### src/rtl/clk_div_monitor.sv
// Reference-domain monitor for the programmable clock divider.
// It measures the divided clock's period and high time, flags bad periods, and reports lock.
module clk_div_monitor #(
  parameter int RATIO_WIDTH = 8,
  parameter int LOCK_CNT    = 4
) (
  input  logic                   I_ref_clk,
  input  logic                   I_rst,
  input  logic                   I_clk_en,
  input  logic [RATIO_WIDTH-1:0] I_div_ratio,
  input  logic                   I_div_clk,
  output logic [RATIO_WIDTH:0]   O_period,
  output logic [RATIO_WIDTH-1:0] O_high_cnt,
  output logic                   O_meas_valid,
  output logic                   O_err,
  output logic                   O_lock
);

  localparam logic [1:0] ST_IDLE = 2'd0;
  localparam logic [1:0] ST_SYNC = 2'd1;
  localparam logic [1:0] ST_MEAS = 2'd2;

  localparam logic [RATIO_WIDTH:0]   P_ONE    = {{RATIO_WIDTH{1'b0}}, 1'b1};
  localparam logic [RATIO_WIDTH:0]   P_MAX    = {(RATIO_WIDTH+1){1'b1}};
  localparam logic [RATIO_WIDTH-1:0] H_ONE    = {{(RATIO_WIDTH-1){1'b0}}, 1'b1};
  localparam logic [RATIO_WIDTH-1:0] H_MAX    = {RATIO_WIDTH{1'b1}};
  localparam logic [RATIO_WIDTH-1:0] R_TWO    = {{(RATIO_WIDTH-2){1'b0}}, 2'b10};
  localparam logic [3:0]             LOCK_TGT = 4'(LOCK_CNT);

  logic [1:0]             state_q, state_d;
  logic                   d_q;
  logic [RATIO_WIDTH:0]   cfg_q;
  logic [RATIO_WIDTH:0]   period_cnt_q, period_cnt_d;
  logic [RATIO_WIDTH-1:0] high_cnt_q, high_cnt_d;
  logic [3:0]             lock_cnt_q, lock_cnt_d;
  logic [RATIO_WIDTH:0]   period_q, period_d;
  logic [RATIO_WIDTH-1:0] high_q, high_d;
  logic                   valid_q, valid_d;
  logic                   err_q, err_d;
  logic                   lock_q, lock_d;

  logic [RATIO_WIDTH:0]   cfg_s;
  logic [RATIO_WIDTH:0]   ratio_ext_s;
  logic [RATIO_WIDTH:0]   high_ext_s;
  logic [RATIO_WIDTH:0]   limit_s;
  logic [RATIO_WIDTH:0]   p_inc_s;
  logic [RATIO_WIDTH-1:0] h_inc_s;
  logic [3:0]             lock_next_s;
  logic                   bypass_s;
  logic                   rise_s;
  logic                   good_s;

  assign cfg_s       = {I_clk_en, I_div_ratio};
  assign bypass_s    = ~I_clk_en | (I_div_ratio < R_TWO);
  assign rise_s      = I_div_clk & ~d_q;
  assign ratio_ext_s = {1'b0, I_div_ratio};
  assign high_ext_s  = {1'b0, high_cnt_q};
  assign limit_s     = {I_div_ratio, 1'b0};
  // Counters saturate so a stuck divider cannot wrap back into a plausible count.
  assign p_inc_s     = (period_cnt_q == P_MAX) ? period_cnt_q : period_cnt_q + P_ONE;
  assign h_inc_s     = (high_cnt_q == H_MAX) ? high_cnt_q : high_cnt_q + H_ONE;
  assign lock_next_s = (lock_cnt_q < LOCK_TGT) ? lock_cnt_q + 4'd1 : lock_cnt_q;
  assign good_s      = (period_cnt_q == ratio_ext_s) &&
                       ((high_ext_s == (ratio_ext_s >> 1)) ||
                        (high_ext_s == ((ratio_ext_s + P_ONE) >> 1)));

  // Next-state logic: bypass and config change take priority over measurement events.
  always_comb begin
    state_d      = state_q;
    period_cnt_d = period_cnt_q;
    high_cnt_d   = high_cnt_q;
    lock_cnt_d   = lock_cnt_q;
    period_d     = period_q;
    high_d       = high_q;
    valid_d      = 1'b0;
    err_d        = 1'b0;
    lock_d       = lock_q;
    if (bypass_s || (cfg_s != cfg_q)) begin
      state_d      = bypass_s ? ST_IDLE : ST_SYNC;
      period_cnt_d = '0;
      high_cnt_d   = '0;
      lock_cnt_d   = 4'd0;
      lock_d       = 1'b0;
    end else begin
      case (state_q)
        ST_IDLE: state_d = ST_SYNC;
        ST_SYNC: begin
          if (rise_s) begin
            period_cnt_d = P_ONE;
            high_cnt_d   = H_ONE;
            state_d      = ST_MEAS;
          end else begin
            state_d = ST_SYNC;
          end
        end
        ST_MEAS: begin
          if (rise_s) begin
            period_d     = period_cnt_q;
            high_d       = high_cnt_q;
            valid_d      = 1'b1;
            period_cnt_d = P_ONE;
            high_cnt_d   = H_ONE;
            if (good_s) begin
              lock_cnt_d = lock_next_s;
              lock_d     = (lock_next_s == LOCK_TGT) ? 1'b1 : lock_q;
            end else begin
              err_d      = 1'b1;
              lock_cnt_d = 4'd0;
              lock_d     = 1'b0;
            end
          end else if (period_cnt_q >= limit_s) begin
            err_d      = 1'b1;
            lock_cnt_d = 4'd0;
            lock_d     = 1'b0;
            state_d    = ST_SYNC;
          end else begin
            period_cnt_d = p_inc_s;
            high_cnt_d   = I_div_clk ? h_inc_s : high_cnt_q;
          end
        end
        default: state_d = ST_IDLE;
      endcase
    end
  end

  // State and output registers.
  always_ff @(posedge I_ref_clk or posedge I_rst) begin
    if (I_rst) begin
      state_q      <= ST_IDLE;
      d_q          <= 1'b0;
      cfg_q        <= '0;
      period_cnt_q <= '0;
      high_cnt_q   <= '0;
      lock_cnt_q   <= 4'd0;
      period_q     <= '0;
      high_q       <= '0;
      valid_q      <= 1'b0;
      err_q        <= 1'b0;
      lock_q       <= 1'b0;
    end else begin
      state_q      <= state_d;
      d_q          <= I_div_clk;
      cfg_q        <= cfg_s;
      period_cnt_q <= period_cnt_d;
      high_cnt_q   <= high_cnt_d;
      lock_cnt_q   <= lock_cnt_d;
      period_q     <= period_d;
      high_q       <= high_d;
      valid_q      <= valid_d;
      err_q        <= err_d;
      lock_q       <= lock_d;
    end
  end

  assign O_period     = period_q;
  assign O_high_cnt   = high_q;
  assign O_meas_valid = valid_q;
  assign O_err        = err_q;
  assign O_lock       = lock_q;

endmodule

### config.mk
export PLATFORM = sky130hd
export DESIGN_NAME = clk_div_monitor
export DESIGN_NICKNAME = d
export VERILOG_FILES = /design/src/rtl/clk_div_monitor.sv
export SDC_FILE = /design/constraint.sdc
export NUM_CORES = 1
export LEC_CHECK = 0
export CAP_MARGIN = 40
export CORE_AREA = 3 3 79 81
export DETAILED_ROUTE_END_ITERATION = 16
export DIE_AREA = 0 0 82 84
export PLACE_DENSITY = 0.78
export SYNTH_ARGS = -nofsm -noshare
export SYNTH_HDL_FRONTEND = slang
export SYNTH_SLANG_ARGS = --single-unit
### constraint.sdc
create_clock -name I_ref_clk -period 2.8 [get_ports I_ref_clk]
set_clock_uncertainty 0.15 [all_clocks]
set_input_delay 0.56 -clock I_ref_clk [delete_from_list [all_inputs] [get_ports I_ref_clk]]
set_output_delay 0.56 -clock I_ref_clk [all_outputs]
set_load 0.01 [all_outputs]
Word-level counts from Yosys, hierarchy flattened
Cells that the tools add are included.

Add/sub/neg operators: 4. Magnitude comparators: 3. Equality and inequality tests: 17. Muxes and demuxes: 39. Bitwise gates (word level): 5. Reductions and logical operators: 13.

Operator list (count): $mux 8 (6); $mux 9 (5); $mux 4 (6); $pmux 9 s2 (1); $ne 4x4->1 const B (4); $pmux 8 s2 (1); $mux 1 (15); $add 8x1->9 const B (1); $add 9x1->9 const B (1); $eq 9x8->1 (1); $eq 9x9->1 const B (1); $ge 9x9->1 (1); $ne 3x3->1 const B (3); $ne 9x9->1 (1); $add 8x1->8 const B (1); $eq 8x7->1 (1); $eq 8x8->1 (1); $eq 8x8->1 const B (1); $lt 8x2->1 const B (1); $mux 2 (4); $pmux 2 s3 (1); $reduce_and 3->1 (2); $reduce_bool 3->1 (2); $reduce_and 5->1 (1); other kinds (15) (19).

Bits in registers: 53. Input bits: 12. Output and inout port bits: 20. Word-level logic and storage cells: 92.

Logic depth before layout (Yosys ltp)
Gate-level depths: netlist of the first run.

Depth after elaboration: 8. Gate-level depth with buffers: 11. Gate-level depth less buffers: 9.

Least setup slack after synthesis of the first run
Ideal clock, no wire load.

Path type: input to register. Start: in I_div_ratio[2]. End: reg period_cnt_q[3]. Arrival time: 2391 ps. Data required time: 2572 ps. Slack: 181 ps. Stages on the path: 11. Path buffers: 2. Cells stage by stage: buf_6 inv_1 ha_1 a21o_1 a21oi_1 a21oi_1 nor3_1 o32ai_1 buf_2 or3_1 a21oi_1.

Cells in the longest elaborated chain, start to end: 5. Elaborated cells between the ends (all ways): 11.

Ends and longest elaborated chain: from (decl) (line 10) `input logic [RATIO_WIDTH-1:0] I_div_ratio,`; $lt 8x2->1 (line 54) `assign bypass_s = ~I_clk_en | (I_div_ratio < R_TWO);`; $or 1x1->1 (line 54); $logic_or 1x1->1 (line 78) `if (bypass_s || (cfg_s != cfg_q)) begin`; $ne 4x4->1 (no line) (tied with other cells); $reduce_and 4->1 (no line); to (signal assigned) (line 144) `period_cnt_q <= period_cnt_d;`; to (decl) (line 33) `logic [RATIO_WIDTH:0] period_cnt_q, period_cnt_d;`.

Several ways; a longest one is shown, not always the timed one. A chain may end at the register's enable or synchronous reset.

Final worst setup path of the first run
Start: in I_div_ratio[0]. End: reg lock_cnt_q[1].

Cells in the longest elaborated chain, start to end: 8. Elaborated cells between the ends (all ways): 17.

Ends and longest elaborated chain: $add 8x1->9 (line 65) `(high_ext_s == ((ratio_ext_s + P_ONE) >> 1)));`; $eq 8x8->1 (line 65); $logic_or 1x1->1 (line 64) `((high_ext_s == (ratio_ext_s >> 1)) ||`; $logic_and 1x1->1 (line 63) `assign good_s = (period_cnt_q == ratio_ext_s) &&`; $mux 4 (line 103) `if (good_s) begin`; $mux 4 (line 97) `if (rise_s) begin`; $mux 4 (line 85) `case (state_q)`; $mux 4 (line 78); to (signal assigned) (line 146) `lock_cnt_q <= lock_cnt_d;`; to (decl) (line 35) `logic [3:0] lock_cnt_q, lock_cnt_d;`.

Several ways; a longest one is shown, not always the timed one. The select of a mux whose other input is x is not followed.

==> qor.txt, run 1 <==
Crit. Startpoint: I_div_ratio[0]
top-count cell post-synth: dfrtp_1
Pre-antenna DRT Iters: 5
Post-Syn Nets: 345
Post-DRT Antenna Nets: 0
Required @ worst endpoint: 2.87 ns
Synth warnings: 0
CP startpoint kind: primary input
Detailed Route WL: 7340 µm
worst hold path startpoint: I_div_ratio[1]
Synth top area share: 42.2%
post-synth cell types: 49
Avg WL per Cell: 15.9 µm
GRT Overall Usage: 23.0%
r2r startpoint: period_cnt_q[4]
via count: 2,679
worst slew pin tran: 0.644 ns
antenna violations before repair: 0
starting density of the core: 56.7%
vias in the first global route: 2,672
routability congestion estimate: 0.892
CTS Buf Count: 5
clk slew on worst S/H paths: 0.09 ns
chip width: 82 µm
number of vias per cell: 5.80
DRC: 0
power per cell area: 339 nW/µm²
core area: 5540 µm²
die area: 6890 µm²
first-pass GRT wire length: 12,500 µm
Ports: 32
clk_lat worst skew: 0.31 ns
area of the multi-input gates: 1690 µm²
port bufs: 31
ys async rst share: 100%
H-Tree Depth: 2
CP delay by family, top: compound AO/OA/AOI/OAI gates
Die Height: 84 µm
largest net degree at the start of global routing: 54
fin crit share: 97.9%
CTS tree: built
HP Class: primary input to flop
Synth-to-Final Area Change: 26.6%
clk sink count: 53
Post-DP HPWL: 5330 µm
Mean Syn Cell Area: 9.82 µm²
sequential standard cell area: 1330 µm²
mapped cell area: 3140 µm²
Critical Path Sink Type: flop
cell taking the most area after synthesis: dfrtp_1
Final Critical Period: 2.74 ns
register area share after synthesis: 42.2%
flop-to-flop setup slack: 0.19 ns
NumNets Final: 414
TNS Setup: 0 ns
Largest stage delay, worst path: 0.54 ns
Row Count: 27
Fill cells: 427
Final Hold Viols: 0
Peak Freq: 365 MHz
Buf/Inv on CP: 1
Final Max Tran Viols: 0
CTS root buf: clkbuf_8
EDFF count, synth: 0
CP cell instances: dlygate4sd2_1 > ha_4 > and2_4 > o21ai_1 > a31oi_1 > or4_1 > o32a_1 > o21a_1 > o31ai_2
final hold slack: 0.308 ns
CTS Hold Bufs: 0
Post-Route Utilization: 71.8%
Worst Path Max Fanout: 4
share of layout cells above drive strength 1: 23.8%
largest cells by area after synthesis: dfrtp_1, mux2_4, xor2_1, ha_1, o21ai_0
cell with the largest stage delay on the worst path: or4_1
WS Path Type: primary input to flop
max_cap viols: 0
status: finished, final reports clean
top post-synthesis cells by count: dfrtp_1, nor2_1, inv_1, o21ai_0, xor2_1
Top FF cell, synth: dfrtp_1
Diodes inserted: 0
slew margin rel.: 57.1%
Leak: 1.93 nW
Max IR drop VDD: 0.234 mV
DR iter-0 viols: 146
final setup margin: 0.0591 ns
Longest Clk Path Bufs: 2
Yosys reg bits: 53
final setup fails: 0
pre-CTS setup slack: -0.596 ns
cells after synthesis: 320
GRT overflow: 0
Crit path arrival time: 2.81 ns
==> stage by stage <==
| stage | instance area [µm²] | cells | power, W |
|---|---|---|---|
| after floorplan | 3140 | 320 | 0.000868 |
| after global placement | 3750 | 447 | 0.000926 |
| after detailed placement | 3750 | 447 | 0.000930 |
| after CTS | 3900 | 458 | 0.00136 |
| after global routing | 3980 | 462 | 0.00140 |
| final | 3980 | 462 | 0.00135 |
==> state kept, by name, indices dropped and copies added (netlist names) <==
name and count:
O_err 1, O_high_cnt 8, O_lock 1, O_meas_valid 1, O_period 9, cfg_q 9
d_q 1, high_cnt_q 8, lock_cnt_q 4, period_cnt_q 9, state_q 2
==> cell families after synthesis <==
logic type | Yosys count | synth area share, %
AO/OA/AOI/OAI | 65 | 13.2
multiplexers | 16 | 7.49
buffers and inverters | 42 | 6.65
AND/OR/NAND/NOR | 106 | 18.3
flip-flops | 53 | 42.2
XOR/XNOR | 25 | 6.97
adder cells (fa/ha/maj) | 13 | 5.18
==> layout by cell type, fill, tap and decap left out, drive strengths merged, types with 8 or more instances in the layout <==
cell type / instances
nor2: 24
o21ai: 21
nor3: 9
o31ai: 9
ha: 13
clkdlybuf4s50: 23
nand3: 14
and3: 8
xor2: 19
dfrtp: 53
a21oi: 13
mux2: 15
nand2: 14
inv: 21
buf: 52
==> path summary, 6_finish.rpt <==
check	endpoint	cells after the start
worst max-delay path	lock_cnt_q[1]	9
worst min-delay path	cfg_q[1]	1
worst max register to register	lock_cnt_q[1]	7
worst min register to register	O_high_cnt[5]	2
max in group asynchronous	cfg_q[8]	3
min in group asynchronous	O_period[3]	3
==> power breakdown <==
part / switching, W / internal, W / total (W)
logic: 0.0000764 / 0.0000685 / 0.000145
registers: 0.00000393 / 0.000773 / 0.000777
clock network: 0.000252 / 0.000173 / 0.000425
total: 0.000332 / 0.00101 / 0.00135
==> timing repair <==
action                                  in CTS  in global routing
pin swaps                                    8                 11
endpoints found under the setup margin      28                 17
buffers inserted                             3                  4
hold endpoints to repair                     0                  0
resized for setup                           18                 15
cloned                                       0                  0
==> layout make-up <==
type / instances / area share [%]
inverters: 21 / 1.98
multi-input cells: 225 / 42.5
repair buffers: 83 / 17.7
flip-flops and latches: 53 / 33.4
well taps: 72 / 2.27
clock buffers: 5 / 1.73
clock inverters: 3 / 0.441
==> per-layer routing <==
| layer | vias up | wire [µm] | track usage, % |
|---|---|---|---|
| li1 | 1256 | - | - |
| met1 | 1318 | 3230 | 32.1 |
| met2 | 88 | 3580 | 35.6 |
| met3 | 17 | 383 | 4.54 |
| met4 | 0 | 142 | 7.25 |
| met5 | - | 0 | 0 |
Note: power is estimated with default switching activity, not from simulation.
==> run 2: changes to the inputs <==
--- a/config.mk
+++ b/config.mk
@@ -7,9 +7,11 @@
 export LEC_CHECK = 0
 export CAP_MARGIN = 40
 export CORE_AREA = 3 3 79 81
+export CTS_CLUSTER_SIZE = 14
 export DETAILED_ROUTE_END_ITERATION = 16
 export DIE_AREA = 0 0 82 84
 export PLACE_DENSITY = 0.78
+export SLEW_MARGIN = 20
 export SYNTH_ARGS = -nofsm -noshare
 export SYNTH_HDL_FRONTEND = slang
 export SYNTH_SLANG_ARGS = --single-unit
==> results of run 2 <==
Final layout, timing and power as in run 1 (identical DEF).
